## src/rtl/arrow_input_encoder.sv

```systemverilog
// Button front end: synchronizes and debounces the four direction buttons, groups
// near-simultaneous presses into a chord and emits one arrow code (10..20) per chord.
module arrow_input_encoder #(
  parameter int DEBOUNCE_CYCLES = 500000,
  parameter int DB_BITS         = 19,
  parameter int CHORD_CYCLES    = 2000000,
  parameter int CHORD_BITS      = 21
) (
  input  logic       clk,
  input  logic       reset,
  input  logic       Up,
  input  logic       Down,
  input  logic       Left,
  input  logic       Right,
  input  logic       enable,
  output logic [4:0] arrow_code,
  output logic       arrow_valid,
  output logic       invalid_chord,
  output logic [3:0] held
);

  localparam logic [1:0] IDLE         = 2'd0;
  localparam logic [1:0] COLLECT      = 2'd1;
  localparam logic [1:0] EMIT         = 2'd2;
  localparam logic [1:0] WAIT_RELEASE = 2'd3;

  localparam logic [DB_BITS-1:0]    DB_LAST    = DB_BITS'(DEBOUNCE_CYCLES - 1);
  localparam logic [CHORD_BITS-1:0] CHORD_LAST = CHORD_BITS'(CHORD_CYCLES - 1);

  function automatic logic [2:0] popCount(input logic [3:0] m);
    logic [2:0] n;
    n = 3'd0;
    for (int i = 0; i < 4; i++) begin
      n = n + {2'd0, m[i]};
    end
    return n;
  endfunction

  // Mask bit order is {Up,Down,Left,Right}; any chord of three or more maps to 20.
  function automatic logic [4:0] encodeMask(input logic [3:0] m);
    logic [4:0] c;
    case (m)
      4'b1000: c = 5'd10;
      4'b0100: c = 5'd11;
      4'b0010: c = 5'd12;
      4'b0001: c = 5'd13;
      4'b1100: c = 5'd14;
      4'b1010: c = 5'd15;
      4'b1001: c = 5'd16;
      4'b0110: c = 5'd17;
      4'b0101: c = 5'd18;
      4'b0011: c = 5'd19;
      default: c = 5'd20;
    endcase
    return c;
  endfunction

  logic [3:0]            rawBtn_s;
  logic [3:0]            sync1_r;
  logic [3:0]            sync2_r;
  logic [3:0]            level_r;
  logic [3:0]            levelNext_s;
  logic [3:0]            edge_r;
  logic [DB_BITS-1:0]    dbCnt_r     [4];
  logic [DB_BITS-1:0]    dbCntNext_s [4];
  logic [1:0]            state_r;
  logic [1:0]            stateNext_s;
  logic [3:0]            mask_r;
  logic [3:0]            maskNext_s;
  logic [3:0]            chordMask_s;
  logic [CHORD_BITS-1:0] chordCnt_r;
  logic [CHORD_BITS-1:0] chordCntNext_s;
  logic                  emit_s;

  assign rawBtn_s = {Up, Down, Left, Right};
  assign held     = level_r;

  // Per-button debounce: count while the synced value disagrees with the level.
  always_comb begin
    for (int i = 0; i < 4; i++) begin
      levelNext_s[i] = level_r[i];
      dbCntNext_s[i] = {DB_BITS{1'b0}};
      if (sync2_r[i] == level_r[i]) begin
        dbCntNext_s[i] = {DB_BITS{1'b0}};
      end else if (dbCnt_r[i] == DB_LAST) begin
        levelNext_s[i] = ~level_r[i];
        dbCntNext_s[i] = {DB_BITS{1'b0}};
      end else begin
        dbCntNext_s[i] = dbCnt_r[i] + DB_BITS'(1);
      end
    end
  end

  // Synchronizer, debounce state and registered press edges.
  always_ff @(posedge clk or posedge reset) begin
    if (reset) begin
      sync1_r <= 4'd0;
      sync2_r <= 4'd0;
      level_r <= 4'd0;
      edge_r  <= 4'd0;
      for (int i = 0; i < 4; i++) begin
        dbCnt_r[i] <= {DB_BITS{1'b0}};
      end
    end else begin
      sync1_r <= rawBtn_s;
      sync2_r <= sync1_r;
      level_r <= levelNext_s;
      edge_r  <= levelNext_s & ~level_r;
      for (int i = 0; i < 4; i++) begin
        dbCnt_r[i] <= dbCntNext_s[i];
      end
    end
  end

  // Chord FSM; edges landing on the window-expiry cycle still join the chord.
  always_comb begin
    stateNext_s    = state_r;
    maskNext_s     = mask_r;
    chordCntNext_s = chordCnt_r;
    emit_s         = 1'b0;
    chordMask_s    = mask_r | edge_r;
    if (!enable) begin
      stateNext_s    = IDLE;
      maskNext_s     = 4'd0;
      chordCntNext_s = {CHORD_BITS{1'b0}};
    end else begin
      case (state_r)
        IDLE: begin
          chordCntNext_s = {CHORD_BITS{1'b0}};
          maskNext_s     = edge_r;
          if (edge_r != 4'd0) begin
            stateNext_s = COLLECT;
          end else begin
            stateNext_s = IDLE;
          end
        end
        COLLECT: begin
          maskNext_s     = chordMask_s;
          chordCntNext_s = chordCnt_r + CHORD_BITS'(1);
          if ((popCount(chordMask_s) >= 3'd2) || (chordCnt_r == CHORD_LAST)) begin
            stateNext_s = EMIT;
            emit_s      = 1'b1;
          end else begin
            stateNext_s = COLLECT;
          end
        end
        EMIT: begin
          stateNext_s = WAIT_RELEASE;
        end
        WAIT_RELEASE: begin
          if (level_r == 4'd0) begin
            stateNext_s = IDLE;
            maskNext_s  = 4'd0;
          end else begin
            stateNext_s = WAIT_RELEASE;
          end
        end
        default: begin
          stateNext_s = IDLE;
          maskNext_s  = 4'd0;
        end
      endcase
    end
  end

  // FSM state and registered outputs; the strobe is high exactly while in EMIT.
  always_ff @(posedge clk or posedge reset) begin
    if (reset) begin
      state_r       <= IDLE;
      mask_r        <= 4'd0;
      chordCnt_r    <= {CHORD_BITS{1'b0}};
      arrow_code    <= 5'd20;
      arrow_valid   <= 1'b0;
      invalid_chord <= 1'b0;
    end else begin
      state_r       <= stateNext_s;
      mask_r        <= maskNext_s;
      chordCnt_r    <= chordCntNext_s;
      arrow_valid   <= emit_s;
      invalid_chord <= emit_s && (popCount(chordMask_s) >= 3'd3);
      if (emit_s) begin
        arrow_code <= encodeMask(chordMask_s);
      end else begin
        arrow_code <= arrow_code;
      end
    end
  end

endmodule

```

## config.mk

```make
export PLATFORM = sky130hd
export DESIGN_NAME = arrow_input_encoder
export DESIGN_NICKNAME = d
export VERILOG_FILES = /design/src/rtl/arrow_input_encoder.sv
export SDC_FILE = /design/constraint.sdc
export NUM_CORES = 1
export LEC_CHECK = 0
export ABC_AREA = 1
export BUFFER_PORTS_ARGS = -buffer_cell sky130_fd_sc_hd__buf_4
export CAP_MARGIN = 20
export CORE_MARGIN = 2
export CORE_UTILIZATION = 60
export DETAILED_ROUTE_END_ITERATION = 10
export HOLD_SLACK_MARGIN = 0.03
export PLACE_DENSITY = 0.77
export SYNTH_ARGS = -nofsm -noshare
export SYNTH_HDL_FRONTEND = slang
export SYNTH_SLANG_ARGS = --single-unit
```

## constraint.sdc

```tcl
create_clock -name clk -period 7.5 [get_ports clk]
set_input_delay 1.5 -clock clk [delete_from_list [all_inputs] [get_ports clk]]
set_output_delay 1.5 -clock clk [all_outputs]
set_load 0.01 [all_outputs]
```

After elaboration in Yosys (flattened, before gate mapping)
Memory sizes are Yosys's and may differ from the RTL's. A register that Yosys moved wholly into a read port is not among the register bits.
Index checks and enable logic that the tools add are counted.

cells by class
  muxes and demuxes = 29
  eq/ne operators = 15
  reductions and logical operators = 6
  add/subtract/negate cells = 8
  $lt $le $gt $ge = 2
  bitwise operators = 7

operator list
  operator                 count
  $mux W19                 8
  $add A19 B1 Y19 const B  4
  $eq A19 B19 Y1 const B   4
  $pmux W21 S2             1
  $add A21 B1 Y21 const B  1
  $eq A21 B21 Y1 const B   1
  $mux W21                 1
  $mux W1                  12
  $pmux W4 S3              1
  $mux W4                  2
  $pmux W2 S4              1
  $ge A3 B2 Y1 const B     2
  $mux W2                  3
  $and A4 B4 Y4            1
  $eq A1 B1 Y1             4
  $eq A2 B2 Y1 const B     2
  $logic_not A4 Y1         1
  $ne A4 B1 Y1 const B     1
  $not A1 Y1               4
  $not A4 Y4               1
  $or A4 B4 Y4             1
  $reduce_bool A4 Y1       1
  $add A2 B1 Y3            1
  $add A3 B1 Y3            1
  other kinds (8)          8

storage, ports and cells
  logic and storage cells = 81
  ROM bits = 80
  bits in registers = 121
  bits of input ports = 7
  memories = 1
  output and inout bits = 11

memories
  name             words  bits a word  read ports  clocked after Yosys merged registers in  write ports  line  RTL
  (no name shown)  16     5            1           1                                        0            42    case (m)

Longest topological paths before layout
Gate-level depths: netlist of the first run.

  depth in word-level cells = 10
  mapped depth = 10
  mapped depth without buffers = 10

Least setup slack after synthesis of the first run
Ideal clock, no wire load.

  path kind = input to register
  start = in enable
  end = reg chordCnt_r[1]
  buffers on the path = 2
  setup slack = 5.144 ns
  stages = 5
  setup time = 0.121 ns
  data arrival time = 2.235 ns
  required time = 7.379 ns
  path through = clkbuf_2 -> nand2_2 -> inv_1 -> buf_4 -> a22o_1

on the way
  cells in the longest elaborated chain, start to end = 1
  elaborated cells between the ends (all ways) = 2
  those cells by class = eq/ne: 1; mux: 1

RTL lines
  item                                                              line  RTL
  start: declaration                                                15    input logic enable,
  $ne A3 B1 Y1 (no source line) / $mux W21 (equally long branches)  -
  end signal: assignment                                            171   chordCnt_r <= {CHORD_BITS{1'b0}};
  end signal: assignment                                            178   chordCnt_r <= chordCntNext_s;
  end: declaration                                                  71    logic [CHORD_BITS-1:0] chordCnt_r;

Several ways; a longest one is shown, not always the timed one.
A chain may end at the register's enable or synchronous reset.

Final worst setup path of the first run
  start = reg level_r[0] (netlist: held[0])
  end = out held[0]

RTL lines
  item                      line  RTL
  start: declaration        61    logic [3:0] level_r;
  start signal: assignment  107   level_r <= levelNext_s;
  end: declaration          19    output logic [3:0] held

No word-level cell between the ends.

==> flow_summary.json, run 1 <==
{
  "status": "finished, final reports clean",
  "power.leakage_nw": 3.49,
  "hpwl_um": 9790,
  "htreeDepth": 4,
  "ys.warnings.count": 0,
  "drcViolationCount": 0,
  "clkLatencyLatePin_ns": 0.42,
  "setup.worst_path.start": "held[0]$_DFF_PP0_",
  "grt_pass1_wl_um": 24700,
  "grt_max_degree": 85,
  "finalSetupViolCount": 0,
  "drt-total-wl_um": 14000,
  "finalSetupTns_ns": 0,
  "die_y_um": 113,
  "endpoint_kind": "output port",
  "synth_nets": 941,
  "netlist_area_um2": 7070,
  "root_buffer": "clkbuf_16",
  "worst_pin_slew_ns": 0.519,
  "path_buf_inv": 1,
  "num_vias": 5848,
  "synth_edf_count": 0,
  "cts_tree": "done",
  "grt_use_total": 0.240,
  "final_nets": 974,
  "synth_cells": 920,
  "r2r_start": "edge_r[3]$_DFF_PP0_",
  "worst_ep_required_time_ns": 6.00,
  "min_path_type": "reg2reg",
  "slowest_stage": "dfrtp_1",
  "arrival_ns": 1.12,
  "hold_viol": 0,
  "ant_nets": 0,
  "io-pin-count": 18,
  "crit_fanout": 5,
  "rsz0062_at_grt": "false",
  "drv_slew": 0,
  "syn_avg_cell_area_um2": 7.68,
  "row_count": 39,
  "ir_worst_vdd_v": 0.000190,
  "area_growth_syn_to_layout_pct": 12.0,
  "initial_utilization": 0.616,
  "hp-start": "sync1_r[1]$_DFF_PP0_",
  "ctsResizeCount": 0,
  "synth.ff_latch_count": 126,
  "gp_congestion": 0.860,
  "crit_chain": "buf_4",
  "slowest_delay_ns": 0.51,
  "power.density_nw_per_um2": 190,
  "timing.final.crit_share": 0.349,
  "maxCapViolCount": 0,
  "portBuffers": 17,
  "grt_pass1_vias": 5501,
  "synth_ff_type": "dfrtp_1",
  "dr.first_iter.drc_count": 406,
  "relSlewSlack": 0.654,
  "die_x_um": 113,
  "cts_num_sinks": 126,
  "antenna_found_initial": 0,
  "core_um2": 11500,
  "wl_per_cell_um": 12.6,
  "fmax_mhz": 382,
  "yosysSeqAreaShare": 0.447,
  "total_power_mw": 1.50,
  "dieArea_um2": 12700,
  "post_cts_buffers": 0,
  "synth.distinct_cells": 47,
  "clockBufferDepth": 2,
  "start_kind": "register",
  "async_flop_share": 1.00,
  "finalClockSkew_ns": 0.00517,
  "critPathTopFamily": "flip-flops",
  "drt-vias-per-instance": 5.28,
  "firstDrtPassIters": 5,
  "diodes": 0,
  "hold_buffers": 0,
  "critPathKind": "reg2out",
  "cts_buffers": 17,
  "fin_crit_ns": 2.62,
  "drive_gt1_frac": 0.129,
  "grt_overflow": 0,
  "path_clk_slew_ns": 0.05
}
-- cell usage in the layout (no fill, tap or decap), types with 8 or more instances in the layout --
cell       count
nand2_1      204
nor2_1       191
dfrtp_1      124
inv_1         95
nand3_1       62
a21oi_1       28
o21ai_0       26
xor2_1        26
nor2_2        18
nor3_1        18
buf_4         18
clkbuf_16     17
nand2_2       16
nand4_1       15
nor2_4        13
ha_1          13
inv_2          8
clkinv_2       8
-- power breakdown --
part	internal (mW)	switching [mW]	leakage [nW]
Sequential	0.688	0.00519	1.72
Clock	0.488	0.280	0.276
Combinational	0.0109	0.0299	1.49
-- metal layers --
metal / track usage / wire (um) / vias to the layer above
li1: - / - / 2983
met1: 0.327 / 6680 / 2754
met2: 0.383 / 6580 / 94
met3: 0.0583 / 549 / 17
met4: 0.0756 / 161 / 0
met5: 0 / 0 / -
-- path summary, 6_finish.rpt --
| check | to | slack [ns] | cells after the start |
|---|---|---|---|
| setup / recovery | held[0] | 4.88 | 1 |
| hold / removal | sync2_r[1]$_DFF_PP0_ | 0.35 | 0 |
| setup reg to reg | arrow_code[3]$_DFFE_PP0P_ | 5.14 | 10 |
| hold reg to reg | sync2_r[1]$_DFF_PP0_ | 0.35 | 0 |
| max in group asynchronous | arrow_code[4]$_DFFE_PP1P_ | 5.17 | 4 |
| min in group asynchronous | dbCnt_r[34]$_DFF_PP0_ | 1.13 | 2 |
-- flip-flops by register name, indices dropped and copies added (netlist names) --
name	cells
sync1_r	4
arrow_code	5
dbCnt_r	76
arrow_valid	1
held	4
state_r	2
invalid_chord	1
chordCnt_r	21
edge_r	4
sync2_r	4
mask_r	4
-- kinds of logic (layout without fill, tap and decap cells) --
kind of cell | Yosys count | after routing | share of synthesized area
AND/OR/NAND/NOR | 559 | 559 | 0.361
flip-flops | 126 | 126 | 0.447
buffers and inverters | 112 | 156 | 0.0625
AO/OA/AOI/OAI | 75 | 75 | 0.0593
XOR/XNOR | 34 | 34 | 0.0443
adder cells (fa/ha/maj) | 14 | 14 | 0.0259
-- Yosys cell counts, drive strengths merged (2+ instances only) --
cell type | count | area share
dfstp | 2 | 0.0074
dfrtp | 124 | 0.44
buf | 4 | 0.0041
xnor2 | 8 | 0.012
a21oi | 30 | 0.022
inv | 106 | 0.057
nand3 | 70 | 0.057
nand2 | 221 | 0.12
nor3 | 20 | 0.016
nor2 | 223 | 0.14
a31oi | 2 | 0.0018
xor2 | 26 | 0.032
nand4 | 15 | 0.013
o21ai | 30 | 0.021
or2 | 2 | 0.0018
a22oi | 2 | 0.0021
ha | 13 | 0.023
o22ai | 3 | 0.0027
o21a | 2 | 0.0021
nor3b | 6 | 0.0064
-- worst register-to-register path: stages (launching register included) --
cell and delay [ns]:
dfrtp_1 0.39, nor2_1 0.35, inv_1 0.17, fa_1 0.51
ha_1 0.17, inv_1 0.05, ha_1 0.19, nand2_2 0.14
nand2_2 0.14, nand2_1 0.10, nand2_1 0.05
-- layout make-up --
class / count / area [um2]
clock buffer: 21 / 450
clock inverter: 9 / 95.1
fill: 959 / 3550
inverter: 107 / 410
multi-input combinational: 682 / 3470
sequential: 126 / 3160
tap: 143 / 179
timing repair buffer: 19 / 155
-- stage by stage --
stage,util,setup slack (ns),hold slack [ns],area [um2],instances
after floorplan,-,2.65,0.331,7070,920
after global placement,0.641,4.41,0.335,7350,1076
after detailed placement,0.641,4.41,0.339,7350,1076
after CTS,0.688,4.85,0.350,7890,1106
after global routing,0.690,4.85,0.353,7910,1107
final,0.690,4.88,0.347,7910,1107
Note: power is estimated with default switching activity, not from simulation.
==> run 2, diff against run 1 <==
Settings changed: ABC_AREA 1 to 0.
Clock period 7.5 ns to 2.6 ns, I/O delays scaled along.
==> flow_summary.json, run 2 <==
{
  "synthSimpleGateAreaFrac": 0.247,
  "io-pin-count": 18,
  "row_count": 37,
  "r2r_setup_slack_ns": 0.17,
  "die_x_um": 107,
  "drcViolationCount": 0,
  "grt_use_total": 0.244,
  "fmax_mhz": 412,
  "drv_slew": 0,
  "min_path_type": "in2reg",
  "yosys.area_share.adder": 0.0287,
  "async_flop_share": 1.00,
  "r2r_start": "edge_r[0]$_DFF_PP0_",
  "synth_top_area_frac": 0.488,
  "synth_top_cell_by_area": "dfrtp_1",
  "synth.ff_latch_count": 126,
  "num_vias": 4898,
  "grt_max_degree": 112,
  "largest_register_ffs": 76,
  "root_buffer": "clkbuf_8",
  "worst_pin_slew_ns": 0.749,
  "path_clk_slew_ns": 0.06,
  "finalSetupTns_ns": 0,
  "start_kind": "register",
  "drt-total-wl_um": 12600,
  "timing.critical_path.to": "arrow_code[1]$_DFFE_PP0P_",
  "synth_ff_type": "dfrtp_1",
  "ant_nets": 0,
  "finalSetupViolCount": 0,
  "wl_per_cell_um": 15.4,
  "dr.first_iter.drc_count": 311,
  "drt-vias-per-instance": 5.99,
  "synth_cells": 641,
  "finalClockSkew_ns": 0.00700,
  "initial_utilization": 0.616,
  "core_um2": 10300,
  "arrival_ns": 2.84,
  "rsz0062_at_grt": "false",
  "synth_top_family_by_area": "simple AND/OR/NAND/NOR gates",
  "layout_commonest_cell": "dfrtp_1",
  "synth_edf_count": 0,
  "synth_common_cells": "dfrtp_1, nor2_1, nand2_1",
  "timing.final.crit_share": 0.933,
  "crit_fanout": 7,
  "fin_crit_ns": 2.43,
  "hpwl_um": 8190,
  "portBuffers": 17,
  "clkLatencyLatePin_ns": 0.53,
  "area_growth_syn_to_layout_pct": 14.4,
  "post-place-ws_ns": 0.0450,
  "worst_ep_required_time_ns": 3.01,
  "synth_compound_area_frac": 0.103,
  "cts_num_sinks": 126,
  "grt_pass1_vias": 4762,
  "synth_most_common_cell": "dfrtp_1",
  "holdWs_ns": 0.0943,
  "ys.warnings.count": 0,
  "min_delay_path_depth": 1,
  "worst_slack_ns": 0.174,
  "htreeDepth": 4,
  "die_y_um": 107,
  "final_util": 0.705,
  "diodes": 0,
  "gp_congestion": 0.879,
  "relSlewSlack": 0.496,
  "firstDrtPassIters": 5,
  "yosysSeqAreaShare": 0.496,
  "final_nets": 690,
  "synth.distinct_cells": 61,
  "grt_pass1_wl_um": 22000,
  "endpoint_kind": "register",
  "cts_buffers": 17,
  "drive_gt1_frac": 0.129,
  "synth_nets": 662,
  "critPathKind": "reg2reg",
  "maxCapViolCount": 0,
  "clockBufferDepth": 2,
  "setup.worst_path.start": "edge_r[0]$_DFF_PP0_",
  "hold_viol": 0,
  "most-common-layout-cells": "dfrtp_1, nor2_1, nand2_1",
  "cts_tree": "done",
  "worst_r2r_path_depth": 9,
  "syn_avg_cell_area_um2": 9.93,
  "antenna_found_initial": 0,
  "largestRegisters": "dbCnt_r x76, chordCnt_r x21, arrow_code x5",
  "largest-register": "dbCnt_r",
  "ir_worst_vdd_v": 0.000461,
  "synthTopCellsByArea": "dfrtp_1, nor2_1, xor2_1, xnor2_1, o21ai_0",
  "power.leakage_nw": 3.09,
  "total_power_mw": 4.40,
  "status": "finished, final reports clean",
  "grt_overflow": 0,
  "r2r-end": "arrow_code[1]$_DFFE_PP0P_",
  "synth_xor_area_frac": 0.0743,
  "synthMuxAreaShare": 0.0210,
  "netlist_area_um2": 6360,
  "dieArea_um2": 11400,
  "power.density_nw_per_um2": 605
}
-- run 2: cell count changes after synthesis, sizes merged, moves of 18 or more --
cell,previous run,this run
nand2,221,51
nor2,223,71
inv,106,24
nand3,70,30
or3,0,18
xnor2,8,26
-- run 2: through the flow --
stage                     cells  area [um2]
after floorplan             641        6370
after global placement      784        6670
after detailed placement    784        6670
after CTS                   817        7260
after global routing        818        7280
final                       818        7280
-- run 2: metal layers --
metal	global-route usage	wire (um)	vias to the layer above
met1	0.323	5690	2417
met5	0	0	-
li1	-	-	2373
met2	0.391	6180	100
met4	0.0872	103	0
met3	0.0632	652	8
-- run 2: cell families after synthesis --
| kind of cell | after synthesis |
|---|---|
| multiplexers | 11 |
| buffers and inverters | 45 |
| AO/OA/AOI/OAI | 106 |
| XOR/XNOR | 54 |
| adder cells (fa/ha/maj) | 14 |
| flip-flops | 126 |
| AND/OR/NAND/NOR | 285 |
-- run 2: where the power goes --
part           internal [mW]  switching, mW  leakage, nW
sequential              1.98         0.0206         1.72
combinational         0.0320         0.0777         1.10
clock                   1.42          0.871        0.270
total                   3.43          0.969         3.09
-- run 2: how the worst min path moves through the flow --
stage / start / end / slack [ns]
global route: Right / sync1_r[0]$_DFF_PP0_ / 0.07
CTS: Up / sync1_r[3]$_DFF_PP0_ / 0.07
finish: Up / sync1_r[3]$_DFF_PP0_ / 0.09
floorplan: sync1_r[0]$_DFF_PP0_ / sync2_r[0]$_DFF_PP0_ / 0.33
global placement: sync1_r[0]$_DFF_PP0_ / sync2_r[0]$_DFF_PP0_ / 0.33
detailed placement: sync1_r[1]$_DFF_PP0_ / sync2_r[1]$_DFF_PP0_ / 0.34
-- run 2: what timing repair did --
action,CTS,global route
endpoints found under the hold margin,15,0
setup buffers,0,1
resized for setup,0,2
setup endpoints to repair,0,4
hold buffers,1,0
-- run 2: area by class of cell --
cell class / instances / area (um2)
clock buffer: 20 / 445
tap: 136 / 170
inverter: 24 / 93.8
fill: 730 / 3050
multi-input combinational: 470 / 3040
clock inverter: 12 / 138
sequential: 126 / 3160
timing repair buffer: 30 / 240
-- run 2: critical path, cell delays in order (launching register included) --
cell	delay, ns
dfrtp_1	0.41
nor2_1	0.15
inv_1	0.10
fa_1	0.48
ha_1	0.22
inv_1	0.06
ha_1	0.15
nor2_1	0.07
a31oi_4	0.27
mux2_2	0.38
==> run 3, diff against run 2 <==
Settings changed: ABC_AREA 0 to 1.
==> flow_summary.json, run 3 (synthesis results as in run 1) <==
{
  "status": "finished, final reports clean",
  "drv_slew": 0,
  "clkLatencyLatePin_ns": 0.43,
  "power.leakage_nw": 3.50,
  "core_um2": 11500,
  "largestRegisters": "dbCnt_r x76, chordCnt_r x21, arrow_code x5",
  "most-common-layout-cells": "nand2_1, nor2_1, dfrtp_1",
  "relSlewSlack": 0.650,
  "hold_viol": 0,
  "min_path_type": "in2async",
  "finalClockSkew_ns": 0.00830,
  "fmax_mhz": 476,
  "drive_gt1_frac": 0.132,
  "grt_overflow": 0,
  "htreeDepth": 4,
  "ir_worst_vdd_v": 0.000592,
  "path_clk_slew_ns": 0.06,
  "cts_num_sinks": 126,
  "worst_ep_required_time_ns": 2.92,
  "hpwl_um": 10100,
  "initial_utilization": 0.616,
  "antenna_found_initial": 0,
  "row_count": 39,
  "switching_share": 0.216,
  "p_clk_frac": 0.517,
  "dieArea_um2": 12700,
  "area_growth_syn_to_layout_pct": 12.6,
  "num_vias": 5875,
  "largest-register": "dbCnt_r",
  "switching_power_mw": 0.949,
  "finalSetupTns_ns": 0,
  "busiest_layer": "met2",
  "firstDrtPassIters": 6,
  "critPathKind": "reg2reg",
  "grtUsageMet2": 0.392,
  "die_x_um": 113,
  "io-pin-count": 18,
  "portBuffers": 17,
  "arrival_ns": 2.42,
  "p_comb_frac": 0.027,
  "drt-total-wl_um": 14000,
  "fin_cells": 1111,
  "finalSetupViolCount": 0,
  "endpoint_kind": "register",
  "dr.first_iter.drc_count": 407,
  "drcViolationCount": 0,
  "grt_use_met1": 0.314,
  "diodes": 0,
  "clockBufferDepth": 2,
  "power.density_nw_per_um2": 552,
  "grt_use_total": 0.241,
  "worst_pin_slew_ns": 0.523,
  "root_buffer": "clkbuf_16",
  "use_met3": 0.0621,
  "die_y_um": 113,
  "maxCapViolCount": 0,
  "grt_pass1_wl_um": 24500,
  "timing.final.crit_share": 0.808,
  "ant_nets": 0,
  "final_nets": 976,
  "wl_per_cell_um": 12.6,
  "layout_commonest_cell": "nand2_1",
  "grt_pass1_vias": 5551,
  "fin_crit_ns": 2.10,
  "ctsResizeCount": 0,
  "p_int_mw": 3.44,
  "crit_fanout": 8,
  "grt_max_degree": 49,
  "gp_congestion": 0.962,
  "rsz0062_at_grt": "false",
  "largest_register_ffs": 76,
  "placed_cells": 1079,
  "hold_buffers": 0,
  "start_kind": "register",
  "p_seq_frac": 0.455,
  "cts_tree": "done",
  "cts_buffers": 17,
  "post_cts_buffers": 0,
  "drt-vias-per-instance": 5.29
}
run 3: changes by cell type in the layout (fill, tap and decap cells not counted), sizes merged, moves of 10 or more:
cell / previous run / this run
or3: 18 / 0
or4: 13 / 0
nand3: 30 / 70
nor3: 10 / 20
o31ai: 10 / 0
nand2: 51 / 221
nor2: 71 / 223
nor4: 13 / 0
o21ai: 43 / 30
inv: 24 / 105
xnor2: 26 / 8
and4: 11 / 0
run 3: final cells by class:
type | count | area [um2]
clock buffer | 21 | 450
clock inverter | 11 | 118
fill | 950 | 3510
inverter | 107 | 412
multi-input combinational | 682 | 3470
sequential | 126 | 3160
tap | 143 | 179
timing repair buffer | 21 | 170
run 3: metrics by stage:
step           setup slack (ns)  total power, mW  utilization  area (um2)  hold WS [ns]
5_1_grt                   0.314             4.53        0.694        7950        0.0577
6_report                  0.499             4.39        0.694        7950        0.0437
2_1_floorplan             0.528             2.11            -        7070         0.331
3_5_place_dp              0.482             2.16        0.644        7380         0.337
4_1_cts                   0.490             4.43        0.694        7950        0.0414
3_3_place_gp              0.572             2.15        0.644        7380         0.332
run 3: layer usage:
metal	part of all wire	vias to the layer above
met5	0	-
met4	0.018	0
met3	0.042	28
met2	0.47	132
met1	0.47	2727
li1	-	2988
run 3: power groups by stage:
stage	sequential [mW]	combinational, mW	clock, mW
3_3_place_gp	2.03	0.121	0
4_1_cts	2.00	0.124	2.31
6_report	2.00	0.119	2.27
5_1_grt	2.00	0.140	2.39
2_1_floorplan	2.03	0.0849	0
3_5_place_dp	2.03	0.124	0
run 3: critical path: stages, from the launching register on:
cell and delay (ns):
dfrtp_1 0.37, inv_1 0.10, nand2_1 0.14, fa_1 0.56, ha_1 0.17, inv_1 0.05, ha_1 0.18, nand2_2 0.14
nand2_2 0.14, nand2_1 0.10, nand2_1 0.05
run 3: worst paths after layout:
check	from	to	slack [ns]	cells past startpoint
max	edge_r[0]$_DFF_PP0_	arrow_code[3]$_DFFE_PP0P_	0.50	10
min	reset	dbCnt_r[49]$_DFF_PP0_	0.04	2
max reg2reg	edge_r[0]$_DFF_PP0_	arrow_code[3]$_DFFE_PP0P_	0.50	10
min reg2reg	sync1_r[1]$_DFF_PP0_	sync2_r[1]$_DFF_PP0_	0.35	0
max in group asynchronous	reset	dbCnt_r[75]$_DFF_PP0_	1.76	3
min in group clk	Right	sync1_r[0]$_DFF_PP0_	0.20	1
